<file path="config.mk">
export PLATFORM = sky130hd
export DESIGN_NAME = hazard_stall_controller_flat
export DESIGN_NICKNAME = d
export VERILOG_FILES = /design/src/rtl/hazard_stall_controller_if.sv /design/src/rtl/hazard_stall_controller.sv /design/src/flat_wrapper.sv
export SDC_FILE = /design/constraint.sdc
export NUM_CORES = 1
export LEC_CHECK = 0
export CAP_MARGIN = 20
export CORE_UTILIZATION = 40
export DETAILED_ROUTE_END_ITERATION = 7
export PLACE_DENSITY = 0.88
export SYNTH_ARGS = -nofsm -noshare
export SYNTH_HDL_FRONTEND = slang
export SYNTH_SLANG_ARGS = --single-unit
export TNS_END_PERCENT = 1
</file>
<file path="constraint.sdc">
create_clock -name clk -period 1.77 [get_ports clk]
set_input_delay 0.2655 -clock clk [delete_from_list [all_inputs] [get_ports clk]]
set_output_delay 0.2655 -clock clk [all_outputs]
set_load 0.02 [all_outputs]
</file>
<file path="src/rtl/hazard_stall_controller_if.sv">
// Pipeline-side signal bundle between the core datapath and the hazard/stall controller.
interface hazard_stall_controller_if #(
    parameter int unsigned RegAddrWidth = 5,
    parameter int unsigned CntWidth     = 16
);
    // hazard sources from ID/EX/MEM
    logic [RegAddrWidth-1:0] id_rs1;
    logic [RegAddrWidth-1:0] id_rs2;
    logic                    id_rs1_used;
    logic                    id_rs2_used;
    logic [RegAddrWidth-1:0] ex_rd;
    logic                    ex_mem_read;
    logic                    ex_md_valid;
    logic                    ex_branch_taken;
    logic                    mem_req;
    logic                    dmem_ready;
    logic                    md_done;

    // sequencing controls back to the pipeline registers and MUL/DIV unit
    logic                    pc_stall;
    logic                    if_id_stall;
    logic                    id_ex_stall;
    logic                    ex_mem_stall;
    logic                    id_ex_bubble;
    logic                    ex_mem_bubble;
    logic                    if_id_flush;
    logic                    id_ex_flush;
    logic                    md_start;
    logic                    md_busy;
    logic                    md_timeout_err;
    logic [CntWidth-1:0]     stall_cycles;

    // pipeline side: drives hazard sources, consumes controls
    modport master (
        output id_rs1, id_rs2, id_rs1_used, id_rs2_used, ex_rd, ex_mem_read,
               ex_md_valid, ex_branch_taken, mem_req, dmem_ready, md_done,
        input  pc_stall, if_id_stall, id_ex_stall, ex_mem_stall, id_ex_bubble,
               ex_mem_bubble, if_id_flush, id_ex_flush, md_start, md_busy,
               md_timeout_err, stall_cycles
    );

    // controller side
    modport slave (
        input  id_rs1, id_rs2, id_rs1_used, id_rs2_used, ex_rd, ex_mem_read,
               ex_md_valid, ex_branch_taken, mem_req, dmem_ready, md_done,
        output pc_stall, if_id_stall, id_ex_stall, ex_mem_stall, id_ex_bubble,
               ex_mem_bubble, if_id_flush, id_ex_flush, md_start, md_busy,
               md_timeout_err, stall_cycles
    );
endinterface

</file>
<file path="src/rtl/hazard_stall_controller.sv">
// Hold/bubble/flush sequencing for the 5-stage core: load-use, MUL/DIV wait, dmem wait, redirect.
module hazard_stall_controller #(
    parameter int unsigned RegAddrWidth = 5,
    parameter int unsigned MdTimeout    = 64,
    parameter int unsigned CntWidth     = 16
) (
    input logic                      clk,
    input logic                      rst_n,
    hazard_stall_controller_if.slave bus
);
    localparam int unsigned TmoWidth = (MdTimeout > 1) ? $clog2(MdTimeout) : 1;

    typedef enum logic [1:0] {
        RUN     = 2'd0,
        MD_WAIT = 2'd1,
        MD_HOLD = 2'd2
    } state_e;

    state_e                  state;
    state_e                  state_next;
    logic [TmoWidth-1:0]     tmo_cnt;
    logic                    timeout_err;
    logic [CntWidth-1:0]     stall_cnt;

    logic                    mem_wait;
    logic                    load_use;
    logic                    rs1_hit;
    logic                    rs2_hit;
    logic                    md_timeout_hit;
    logic                    md_release;

    logic                    pc_stall;
    logic                    if_id_stall;
    logic                    id_ex_stall;
    logic                    ex_mem_stall;
    logic                    id_ex_bubble;
    logic                    ex_mem_bubble;
    logic                    if_id_flush;
    logic                    id_ex_flush;
    logic                    md_start;

    // Hazard terms; a timeout is treated exactly like a late md_done
    always_comb begin
        mem_wait       = bus.mem_req & ~bus.dmem_ready;
        rs1_hit        = bus.id_rs1_used & (bus.id_rs1 == bus.ex_rd);
        rs2_hit        = bus.id_rs2_used & (bus.id_rs2 == bus.ex_rd);
        load_use       = bus.ex_mem_read & (bus.ex_rd != RegAddrWidth'(0)) & (rs1_hit | rs2_hit);
        md_timeout_hit = (state == MD_WAIT) & ~bus.md_done &
                         (tmo_cnt == TmoWidth'(MdTimeout - 1));
        md_release     = (state == MD_WAIT) & (bus.md_done | md_timeout_hit);
    end

    // State register
    always_ff @(posedge clk) begin
        if (!rst_n) begin
            state <= RUN;
        end else begin
            state <= state_next;
        end
    end

    // Next-state logic
    always_comb begin
        state_next = state;
        unique case (state)
            RUN: begin
                if (!mem_wait && bus.ex_md_valid) begin
                    state_next = MD_WAIT;
                end
            end
            MD_WAIT: begin
                if (md_release) begin
                    state_next = mem_wait ? MD_HOLD : RUN;
                end
            end
            MD_HOLD: begin
                if (!mem_wait) begin
                    state_next = RUN;
                end
            end
            default: state_next = RUN;
        endcase
    end

    // Pipeline control outputs; a register is never both held and bubbled/flushed
    always_comb begin
        pc_stall      = 1'b0;
        if_id_stall   = 1'b0;
        id_ex_stall   = 1'b0;
        ex_mem_stall  = 1'b0;
        id_ex_bubble  = 1'b0;
        ex_mem_bubble = 1'b0;
        if_id_flush   = 1'b0;
        id_ex_flush   = 1'b0;
        md_start      = 1'b0;
        unique case (state)
            RUN: begin
                if (mem_wait) begin
                    pc_stall     = 1'b1;
                    if_id_stall  = 1'b1;
                    id_ex_stall  = 1'b1;
                    ex_mem_stall = 1'b1;
                end else if (bus.ex_md_valid) begin
                    md_start      = rst_n;
                    pc_stall      = 1'b1;
                    if_id_stall   = 1'b1;
                    id_ex_stall   = 1'b1;
                    ex_mem_bubble = 1'b1;
                end else if (bus.ex_branch_taken) begin
                    if_id_flush = 1'b1;
                    id_ex_flush = 1'b1;
                end else if (load_use) begin
                    pc_stall     = 1'b1;
                    if_id_stall  = 1'b1;
                    id_ex_bubble = 1'b1;
                end
            end
            MD_WAIT: begin
                if (!(md_release && !mem_wait)) begin
                    pc_stall      = 1'b1;
                    if_id_stall   = 1'b1;
                    id_ex_stall   = 1'b1;
                    ex_mem_stall  = mem_wait;
                    ex_mem_bubble = ~mem_wait;
                end
            end
            MD_HOLD: begin
                pc_stall     = mem_wait;
                if_id_stall  = mem_wait;
                id_ex_stall  = mem_wait;
                ex_mem_stall = mem_wait;
            end
            default: ;
        endcase
    end

    // MUL/DIV wait counter, cleared whenever not waiting
    always_ff @(posedge clk) begin
        if (!rst_n || state != MD_WAIT) begin
            tmo_cnt <= '0;
        end else begin
            tmo_cnt <= tmo_cnt + TmoWidth'(1);
        end
    end

    // Sticky timeout flag, cleared only by reset
    always_ff @(posedge clk) begin
        if (!rst_n) begin
            timeout_err <= 1'b0;
        end else if (md_timeout_hit) begin
            timeout_err <= 1'b1;
        end
    end

    // Saturating count of front-end stall cycles
    always_ff @(posedge clk) begin
        if (!rst_n) begin
            stall_cnt <= '0;
        end else if (pc_stall && (stall_cnt != {CntWidth{1'b1}})) begin
            stall_cnt <= stall_cnt + CntWidth'(1);
        end
    end

    assign bus.pc_stall       = pc_stall;
    assign bus.if_id_stall    = if_id_stall;
    assign bus.id_ex_stall    = id_ex_stall;
    assign bus.ex_mem_stall   = ex_mem_stall;
    assign bus.id_ex_bubble   = id_ex_bubble;
    assign bus.ex_mem_bubble  = ex_mem_bubble;
    assign bus.if_id_flush    = if_id_flush;
    assign bus.id_ex_flush    = id_ex_flush;
    assign bus.md_start       = md_start;
    assign bus.md_busy        = (state != RUN);
    assign bus.md_timeout_err = timeout_err;
    assign bus.stall_cycles   = stall_cnt;
endmodule

</file>
<file path="src/flat_wrapper.sv">
// flat-port wrapper written by rule: the top's interface ports become plain ports
module hazard_stall_controller_flat 
#(
    parameter int unsigned RegAddrWidth = 5,
    parameter int unsigned MdTimeout    = 64,
    parameter int unsigned CntWidth     = 16
)
  (clk, rst_n, bus_id_rs1, bus_id_rs2, bus_id_rs1_used, bus_id_rs2_used, bus_ex_rd, bus_ex_mem_read, bus_ex_md_valid, bus_ex_branch_taken, bus_mem_req, bus_dmem_ready, bus_md_done, bus_pc_stall, bus_if_id_stall, bus_id_ex_stall, bus_ex_mem_stall, bus_id_ex_bubble, bus_ex_mem_bubble, bus_if_id_flush, bus_id_ex_flush, bus_md_start, bus_md_busy, bus_md_timeout_err, bus_stall_cycles);
  hazard_stall_controller_if #(.RegAddrWidth(RegAddrWidth), .CntWidth(CntWidth)) bus_i ();
  input logic clk;
  input logic rst_n;
  input wire logic [$bits(bus_i.id_rs1)-1:0] bus_id_rs1;
  input wire logic [$bits(bus_i.id_rs2)-1:0] bus_id_rs2;
  input wire logic [$bits(bus_i.id_rs1_used)-1:0] bus_id_rs1_used;
  input wire logic [$bits(bus_i.id_rs2_used)-1:0] bus_id_rs2_used;
  input wire logic [$bits(bus_i.ex_rd)-1:0] bus_ex_rd;
  input wire logic [$bits(bus_i.ex_mem_read)-1:0] bus_ex_mem_read;
  input wire logic [$bits(bus_i.ex_md_valid)-1:0] bus_ex_md_valid;
  input wire logic [$bits(bus_i.ex_branch_taken)-1:0] bus_ex_branch_taken;
  input wire logic [$bits(bus_i.mem_req)-1:0] bus_mem_req;
  input wire logic [$bits(bus_i.dmem_ready)-1:0] bus_dmem_ready;
  input wire logic [$bits(bus_i.md_done)-1:0] bus_md_done;
  output wire logic [$bits(bus_i.pc_stall)-1:0] bus_pc_stall;
  output wire logic [$bits(bus_i.if_id_stall)-1:0] bus_if_id_stall;
  output wire logic [$bits(bus_i.id_ex_stall)-1:0] bus_id_ex_stall;
  output wire logic [$bits(bus_i.ex_mem_stall)-1:0] bus_ex_mem_stall;
  output wire logic [$bits(bus_i.id_ex_bubble)-1:0] bus_id_ex_bubble;
  output wire logic [$bits(bus_i.ex_mem_bubble)-1:0] bus_ex_mem_bubble;
  output wire logic [$bits(bus_i.if_id_flush)-1:0] bus_if_id_flush;
  output wire logic [$bits(bus_i.id_ex_flush)-1:0] bus_id_ex_flush;
  output wire logic [$bits(bus_i.md_start)-1:0] bus_md_start;
  output wire logic [$bits(bus_i.md_busy)-1:0] bus_md_busy;
  output wire logic [$bits(bus_i.md_timeout_err)-1:0] bus_md_timeout_err;
  output wire logic [$bits(bus_i.stall_cycles)-1:0] bus_stall_cycles;
  assign bus_i.id_rs1 = bus_id_rs1;
  assign bus_i.id_rs2 = bus_id_rs2;
  assign bus_i.id_rs1_used = bus_id_rs1_used;
  assign bus_i.id_rs2_used = bus_id_rs2_used;
  assign bus_i.ex_rd = bus_ex_rd;
  assign bus_i.ex_mem_read = bus_ex_mem_read;
  assign bus_i.ex_md_valid = bus_ex_md_valid;
  assign bus_i.ex_branch_taken = bus_ex_branch_taken;
  assign bus_i.mem_req = bus_mem_req;
  assign bus_i.dmem_ready = bus_dmem_ready;
  assign bus_i.md_done = bus_md_done;
  assign bus_pc_stall = bus_i.pc_stall;
  assign bus_if_id_stall = bus_i.if_id_stall;
  assign bus_id_ex_stall = bus_i.id_ex_stall;
  assign bus_ex_mem_stall = bus_i.ex_mem_stall;
  assign bus_id_ex_bubble = bus_i.id_ex_bubble;
  assign bus_ex_mem_bubble = bus_i.ex_mem_bubble;
  assign bus_if_id_flush = bus_i.if_id_flush;
  assign bus_id_ex_flush = bus_i.id_ex_flush;
  assign bus_md_start = bus_i.md_start;
  assign bus_md_busy = bus_i.md_busy;
  assign bus_md_timeout_err = bus_i.md_timeout_err;
  assign bus_stall_cycles = bus_i.stall_cycles;
  hazard_stall_controller #(.RegAddrWidth(RegAddrWidth), .MdTimeout(MdTimeout), .CntWidth(CntWidth)) u_core (.clk(clk), .rst_n(rst_n), .bus(bus_i));
endmodule
</file>
* Yosys cells after proc, flatten, opt, wreduce, memory -nomap -nowiden
Index checks and enable logic that the tools add are counted.
Cells by class: $add $sub $neg 2, equality and inequality tests 10, multiplexer cells 30, bitwise gates (word level) 13, reduce and logical (&&, ||, !) cells 10
Operators with widths (count):
- two-way mux 1 bit | 21
- adder 16 x 1 -> 16 bit, second input constant | 1
- inequality test 16 bit, second input constant | 1
- == test 5 bit | 2
- one-hot mux 1 bit (3 select lines) | 3
- bitwise AND 1 bit | 8
- two-way mux 2 bit | 4
- adder 6 x 1 -> 6 bit, second input constant | 1
- == test 6 bit, second input constant | 1
- inequality test 2 x 1 -> 1 bit, second input constant | 3
- one-hot mux 2 bit (3 select lines) | 1
- nonzero test 5 bit | 1
- logical AND 1 bit | 3
- NOT 1 bit | 3
- AND reduction 3 bit | 1
- == test 2 x 1 -> 1 bit, second input constant | 1
- == test 2 bit, second input constant | 1
- zero test 1 bit | 2
- zero test 2 bit | 1
- inequality test 2 bit, second input constant | 1
- OR 1 bit | 2
- one-hot mux 1 bit (2 select lines) | 1
- nonzero test 2 bit | 1
- logical OR 1 bit | 1
Storage, ports and cells: register bits 25, bits of input ports 25, output and inout bits 27, logic and storage cells 69

* Depth between registers and ports, before layout
Gate-level depths: netlist (run 1).
word-level depth 10, gate-level depth with buffers 9, mapped depth without buffers 8

* Worst setup path before layout (run 1)
OpenSTA, ideal clock, no wires.
kind flip-flop to output port, start point register u_core.tmo_cnt[0], end point output port bus_pc_stall, arrival 1948 ps, required time 1505 ps, path slack -444 ps, stages on the path, launching flop included 9, buffers on the path 2, path through dfxtp_1 > ha_1 > nand3_1 > o21ai_2 > o221ai_1 > a21oi_4 > buf_6 > inv_1 > buf_4
Between the ends: cells in the longest elaborated chain, start to end 7
RTL lines:
- start, declared | RTL line hazard_stall_controller.sv:21 | logic [TmoWidth-1:0] tmo_cnt;
- start signal, assigned | RTL line hazard_stall_controller.sv:142 | tmo_cnt <= tmo_cnt + TmoWidth'(1);
- == test 6 bit | RTL line hazard_stall_controller.sv:49 | (tmo_cnt == TmoWidth'(MdTimeout - 1));
- bitwise AND 1 bit | RTL line hazard_stall_controller.sv:48 | md_timeout_hit = (state == MD_WAIT) & ~bus.md_done &
- OR 1 bit | RTL line hazard_stall_controller.sv:50 | md_release = (state == MD_WAIT) & (bus.md_done | md_timeout_hit);
- bitwise AND 1 bit | RTL line hazard_stall_controller.sv:50
- logical AND 1 bit | RTL line hazard_stall_controller.sv:119 | if (!(md_release && !mem_wait)) begin
- two-way mux 1 bit
- one-hot mux 1 bit (3 select lines)
- end, declared | RTL line flat_wrapper.sv:23 | output wire logic [$bits(bus_i.pc_stall)-1:0] bus_pc_stall;
Every way passes these cells.

* Worst setup path after layout (run 1)
start point register u_core.tmo_cnt[0], end point output port bus_if_id_stall
Between the ends: cells in the longest elaborated chain, start to end 7
RTL lines:
- == test 6 bit | RTL line hazard_stall_controller.sv:49
- bitwise AND 1 bit | RTL line hazard_stall_controller.sv:48
- OR 1 bit | RTL line hazard_stall_controller.sv:50
- bitwise AND 1 bit | RTL line hazard_stall_controller.sv:50
- logical AND 1 bit | RTL line hazard_stall_controller.sv:119
- two-way mux 1 bit | RTL line hazard_stall_controller.sv:119
- one-hot mux 1 bit (3 select lines) | RTL line hazard_stall_controller.sv:96 | unique case (state)
- end, declared | RTL line flat_wrapper.sv:24 | output wire logic [$bits(bus_i.if_id_stall)-1:0] bus_if_id_stall;
Every way passes these cells.

==> flow_metrics.env, run 1 <==
export IMPL_cp_end_kind="primary output"
export IMPL_drc=0
export IMPL_hpwl_um=3131
export IMPL_crit_type="reg -> out"
export IMPL_dr_pass1_iters=4
export IMPL_maxSlewViolCount=0
export IMPL_cts_made_buffers=3
export IMPL_h_tree_depth=1
export IMPL_wirelength_um=4435
export IMPL_avgViaCountPerCell=5.282
export IMPL_area_growth_syn_to_layout_pct=72.13
export IMPL_path_max_fanout=3
export IMPL_synth_cell_types=36
export IMPL_die_y_um=61.74
export IMPL_yosys_warnings=0
export IMPL_antenna_found_initial=0
export IMPL_synth_edf_count=0
export IMPL_fmax_ghz=0.4870
export IMPL_hold_viol_final=0
export IMPL_violations="setup timing"
export IMPL_rsz0062_at_grt="true"
export IMPL_cts_tree="yes"
export IMPL_total_power_mw=1.202
export IMPL_final_antenna_net_count=0
export IMPL_drt_iter0_drc=47
export IMPL_ys_seq_area_share_pct=35.06
export IMPL_crit_family="compound AO/OA/AOI/OAI gates"
export IMPL_cpPeakStageDelay_ns=0.38
export IMPL_peakVddDrop_v=0.0005045
export IMPL_cp_arrival_ns=1.79
export IMPL_fillers=247
export IMPL_setup_viol=22
export IMPL_cts_hold_buf=0
export IMPL_async_reset_ff_share_pct=0
export IMPL_timing_final_crit_share_pct=116.0
export IMPL_ff2ff_path_depth=9
export IMPL_portBuffers=51
export IMPL_io_pins=52
export IMPL_core_area_mm2=0.003390
export IMPL_grt_max_degree=23
export IMPL_worstPathCellList="ha_4 -> nand3_4 -> o21ai_4 -> o221ai_4 -> a21oi_4 -> clkinvlp_4 -> buf_6"
export IMPL_critPathLaunchType="flip-flop"
export IMPL_clk_latency_ns=0.31
export IMPL_p_leak_nw=0.9632
export IMPL_chipWidth_um=61.74
export IMPL_cap_violations=0
export IMPL_start_util_pct=42.12
export IMPL_hold_depth=2
export IMPL_grt_pass1_vias=1549
export IMPL_num_vias=1648
export IMPL_hp_class="reg -> reg"
export IMPL_final_nets=294
export IMPL_synth_ff_type="dfxtp_1"
export IMPL_relSlewSlack_pct=80.69
export IMPL_avgSynthCellArea_um2=8.349
export IMPL_grt_pass1_wl_um=6651
export IMPL_rows=21
export IMPL_setup_slack_ns=-0.2834
export IMPL_syn_inst=171
export IMPL_skew_ns=0.001927
export IMPL_drive_above_1_share_pct=31.58
export IMPL_period_minus_slack_ns=2.053
export IMPL_synthesis_nets=198
export IMPL_power_density_mw_per_mm2=489.0
export IMPL_max_slew_worst_pin_slew_ns=0.2872
export IMPL_place_inst=302
export IMPL_clk_pin_slew_worst_paths_ns=0.13
export IMPL_gp_congestion=0.8689
export IMPL_syn_area_mm2=0.001428
export IMPL_die_area_mm2=0.003812
export IMPL_mostFrequentLayoutCell="buf_4"
export IMPL_tns_ns=-3.493
export IMPL_required_ns=1.50
export IMPL_grt_usage_pct=23.71
export IMPL_grt_ovfl_total=0
export IMPL_root_buffer="clkbuf_4"
export IMPL_pre_cts_ws_ns=-0.8577
export IMPL_num_antenna_cells=0
export IMPL_most_common_layout_cells="buf_4, clkdlybuf4s50_1, dfxtp_1, nand2_1, a21oi_1"
export IMPL_synth_seq_cells=25
export IMPL_cp_depth=7
export IMPL_clockBufferDepth=2
export IMPL_final_cells=312
export IMPL_timing_hold_ws_ns=0.5030
export IMPL_status="finished, violations left"
export IMPL_cpMaxStageDelayCell="dfxtp_2"
export IMPL_cp_buffers_inverters=2
export IMPL_clock_sinks=25
export IMPL_wl_per_cell_um=14.21
-- Yosys cell counts, types with 2 or more instances --
library cell | instances | area share [%]
and4_1 | 2 | 1.2
ha_1 | 2 | 1.8
o21ai_0 | 4 | 1.4
nand2b_1 | 4 | 1.8
clkbuf_1 | 3 | 0.79
and3_1 | 3 | 1.3
xnor2_1 | 11 | 6.7
inv_1 | 4 | 1.1
nand2_1 | 16 | 4.2
a21oi_1 | 18 | 6.3
or4_1 | 10 | 5.3
nand3_1 | 14 | 4.9
dfxtp_1 | 25 | 35
nor2_1 | 10 | 2.6
nand4_1 | 6 | 2.6
or3_1 | 2 | 0.88
nor3_1 | 4 | 1.4
xor2_1 | 3 | 1.8
mux2i_1 | 3 | 2.1
buf_4 | 2 | 1.1
o31ai_1 | 9 | 4.7
buf_6 | 2 | 1.6
-- flip-flops by register name, indices dropped and copies added, names as in the netlist --
name and flops:
u_core.bus.stall_cycles 16, u_core.bus.md_timeout_err 1, u_core.state 2, u_core.tmo_cnt 6
-- through the flow --
step                cell area, µm²  util, %
floorplan                     1500        -
global placement              2326    68.62
detailed placement            2326    68.62
CTS                           2419    71.35
global route                  2457    72.50
finish                        2457    72.50
-- worst register-to-register path, cell delays in order, from the launching register on --
cell and delay (ns):
dfxtp_2 0.37, buf_4 0.15, nor3b_4 0.23, o21ai_4 0.11
o221ai_4 0.09, a21oi_4 0.07, buf_6 0.14, buf_12 0.14
or4_1 0.51, a21oi_1 0.13
-- per-layer routing --
layer | vias up | GRT usage (%) | wire length (µm)
met5 | - | 0 | 0
met1 | 758 | 27.68 | 1753
met3 | 8 | 2.484 | 243
met2 | 58 | 45.31 | 2353
li1 | 824 | - | -
met4 | 0 | 6.984 | 85
-- path summary, 6_finish.rpt --
path / startpoint / end / slack [ns]
worst max-delay path: u_core.tmo_cnt[0] / bus_if_id_stall / -0.28
worst min-delay path: u_core.bus.md_timeout_err / u_core.bus.md_timeout_err / 0.50
worst max register to register: u_core.state[1] / u_core.bus.stall_cycles[4] / -0.25
worst min register to register: u_core.bus.md_timeout_err / u_core.bus.md_timeout_err / 0.50
-- power breakdown --
| part | total (mW) | switching (mW) | internal (mW) |
|---|---|---|---|
| sequential | 0.584 | 0.00987 | 0.574 |
| clock | 0.252 | 0.164 | 0.0882 |
| combinational | 0.366 | 0.171 | 0.195 |
| total | 1.20 | 0.345 | 0.857 |
-- cell families after synthesis --
| family | count (synthesis) | synth area share (%) |
|---|---|---|
| AOI/OAI and AO/OA | 37 | 16.48 |
| DFF | 25 | 35.06 |
| adders and majority gates | 2 | 1.753 |
| xor gates and xnor gates | 14 | 8.589 |
| buffers and inverters | 13 | 5.082 |
| muxes | 3 | 2.104 |
| and+or+nand+nor | 77 | 30.94 |
-- what timing repair did --
item | 4_1_cts | 5_1_grt
gates resized for setup | 57 | 6
cloned | 0 | 0
setup endpoints to repair | 26 | 26
buffers inserted | 3 | 3
pin swaps | 17 | 2
-- final cells by class --
cell class	instances	area [µm²]	area share (%)
Inverter	5	22.52	0.9165
Tap cell	46	57.56	2.342
Clock buffer	4	26.28	1.069
Timing Repair Buffer	99	867.1	35.29
Multi-Input combinational cell	133	978.4	39.82
Sequential cell	25	505.5	20.57
No activity file was read; power rests on OpenSTA's default activity.
==> inputs of run 2 (changes only) <==
ABC_CLOCK_PERIOD_IN_PS = 1770   (was not set)
CORE_UTILIZATION = 30   (was 40)
GPL_TIMING_DRIVEN = 0   (was not set)
PLACE_DENSITY = 0.72   (was 0.88)
==> run 2 against run 1 <==
  * The run ends with DRC, setup timing left
  * Sequential share of layout area increased by 1.8 points
  * Worst hold slack got worse by 0.13 ns
  * Register-to-register slack better by 0.07 ns
  * Largest power group unchanged
  * Sequential power increased by 0.9%
  * Non-clock buffer count down 32
  * Global-route usage is 8.5 points lower
  * Clock-buffer cell count down 1
  * Critical path type unchanged
  * First-iteration DRC count rose by 53%
  * Clock skew grew 0.0042 ns
==> flow_metrics.env, run 2 (synthesis gave the netlist of run 1 again) <==
export IMPL_status="finished, violations left"
export IMPL_violations="DRC, setup timing"
export IMPL_h_tree_depth=1
export IMPL_num_vias=1541
export IMPL_io_pins=52
export IMPL_skew_ns=0.006170
export IMPL_grt_pass1_vias=1425
export IMPL_die_area_mm2=0.005039
export IMPL_crit_top_cell="buf_6"
export IMPL_relSlewSlack_pct=77.04
export IMPL_final_cells=286
export IMPL_dr_pass1_iters=6
export IMPL_cts_hold_buf=0
export IMPL_final_nets=262
export IMPL_grt_ovfl_total=0
export IMPL_antenna_found_initial=0
export IMPL_drive_above_1_share_pct=27.78
export IMPL_final_area_mm2=0.002296
export IMPL_drc=8
export IMPL_clk_latency_ns=0.27
export IMPL_path_max_fanout=3
export IMPL_portBuffers=50
export IMPL_wirelength_um=3970
export IMPL_critPathLaunchType="flip-flop"
export IMPL_cap_violations=0
export IMPL_hold_depth=3
export IMPL_cpPeakStageDelay_ns=0.36
export IMPL_grt_pass1_wl_um=6203
export IMPL_dpl_cell_area_mm2=0.002066
export IMPL_pre_cts_ws_ns=-1.263
export IMPL_crit_type="reg -> out"
export IMPL_rows=24
export IMPL_gp_congestion=0.7362
export IMPL_grt_max_degree=15
export IMPL_setup_slack_ns=-0.2711
export IMPL_drt_iter0_drc=72
export IMPL_cts_made_buffers=3
export IMPL_area_growth_syn_to_layout_pct=60.82
export IMPL_hpwl_um=2781
export IMPL_clock_sinks=25
export IMPL_hp_class="in -> reg"
export IMPL_start_util_pct=31.91
export IMPL_period_minus_slack_ns=2.041
export IMPL_root_buffer="clkbuf_8"
export IMPL_ff2ff_path_depth=8
export IMPL_num_antenna_cells=0
export IMPL_power_density_mw_per_mm2=542.5
export IMPL_hold_viol_final=0
export IMPL_max_slew_worst_pin_slew_ns=0.3426
export IMPL_place_inst=273
export IMPL_rsz0062_at_grt="true"
export IMPL_cpMaxStageDelayCell="dfxtp_2"
export IMPL_cp_end_kind="primary output"
export IMPL_required_ns=1.50
export IMPL_grt_usage_pct=15.20
export IMPL_wl_per_cell_um=13.88
export IMPL_maxSlewViolCount=0
export IMPL_setup_viol=19
export IMPL_core_area_mm2=0.004474
export IMPL_timing_final_crit_share_pct=115.3
export IMPL_avgViaCountPerCell=5.388
export IMPL_fmax_ghz=0.4899
export IMPL_largest_reg_flops=16
export IMPL_cts_tree="yes"
export IMPL_most_common_layout_cells="clkdlybuf4s50_1, dfxtp_1, nand2_1, a21oi_1"
export IMPL_mostFrequentLayoutCell="clkdlybuf4s50_1"
export IMPL_clockBufferDepth=2
export IMPL_p_leak_nw=0.8467
export IMPL_final_antenna_net_count=0
export IMPL_tns_ns=-2.242
export IMPL_peakVddDrop_v=0.0003230
export IMPL_chipWidth_um=70.99
export IMPL_cp_arrival_ns=1.78
export IMPL_die_y_um=70.99
export IMPL_worstPathCellList="ha_4 -> nand3_4 -> o21ai_4 -> o221ai_4 -> a21oi_4 -> buf_6 -> clkinvlp_4 -> buf_6 -> buf_6"
export IMPL_clk_pin_slew_worst_paths_ns=0.09
run 2: changes by cell type in the layout (fill, tap and decap cells not counted), moves of 3 or more:
cell            previous run  this run
buf_2                      1         4
buf_4                     47        10
clkbuf_4                   3         0
clkbuf_8                   0         3
dfxtp_1                   21        18
dlygate4sd2_1             13         4
dlymetal6s2s_1             1         6
run 2: critical path, delay by kind of cell (launching register included):
kind / cells / cell delay (ns)
simple gates: 1 / 0.08
flops: 1 / 0.36
buf+inv: 4 / 0.47
compound gates: 3 / 0.45
fa+ha+maj: 1 / 0.15
run 2: what timing repair did:
action / 4_1_cts / 5_1_grt
setup buffers: 7 / 2
gates cloned: 0 / 0
gates resized for setup: 57 / 30
endpoints found under the setup margin: 26 / 24
pin swaps: 14 / 14
run 2: layer usage:
layer | global-route usage, % | share of wire [%] | up-vias
met5 | 0 | 0 | -
met4 | 6.000 | 2.1 | 0
met3 | 2.707 | 6.7 | 8
met2 | 25.85 | 47 | 53
met1 | 19.07 | 44 | 715
li1 | - | - | 765
run 2: per-stage QoR:
stage / util [%] / hold slack, ns / total power [mW]
after floorplan: - / 0.4203 / 0.7560
after detailed placement: 46.17 / 0.4426 / 0.8921
after global routing: 51.31 / 0.3917 / 1.296
after global placement: 46.17 / 0.4306 / 0.8883
final: 51.31 / 0.3755 / 1.246
after CTS: 49.13 / 0.3780 / 1.243
run 2: report_power, final:
| part | leakage [nW] | internal (mW) | switching, mW | total, mW |
|---|---|---|---|---|
| clock | 0.0255 | 0.157 | 0.185 | 0.342 |
| sequential | 0.206 | 0.572 | 0.0169 | 0.589 |
| combinational | 0.615 | 0.163 | 0.152 | 0.314 |
run 2: cell type report:
class	instances	area, µm²
fill	426	2178
multi-input combinational	133	1010
timing repair buffer	59	566.8
sequential	25	514.2
buffer	8	71.32
tap	52	65.06
clock buffer	3	41.29
inverter	5	22.52
clock inverter	1	5.005
run 2: path summary, 6_finish.rpt:
check | to | from | slack, ns
worst max-delay path | bus_pc_stall | u_core.tmo_cnt[0] | -0.27
worst min-delay path | u_core.bus.stall_cycles[5] | rst_n | 0.38
worst max register to register | u_core.bus.stall_cycles[14] | u_core.state[0] | -0.18
worst min register to register | u_core.bus.md_timeout_err | u_core.bus.md_timeout_err | 0.48
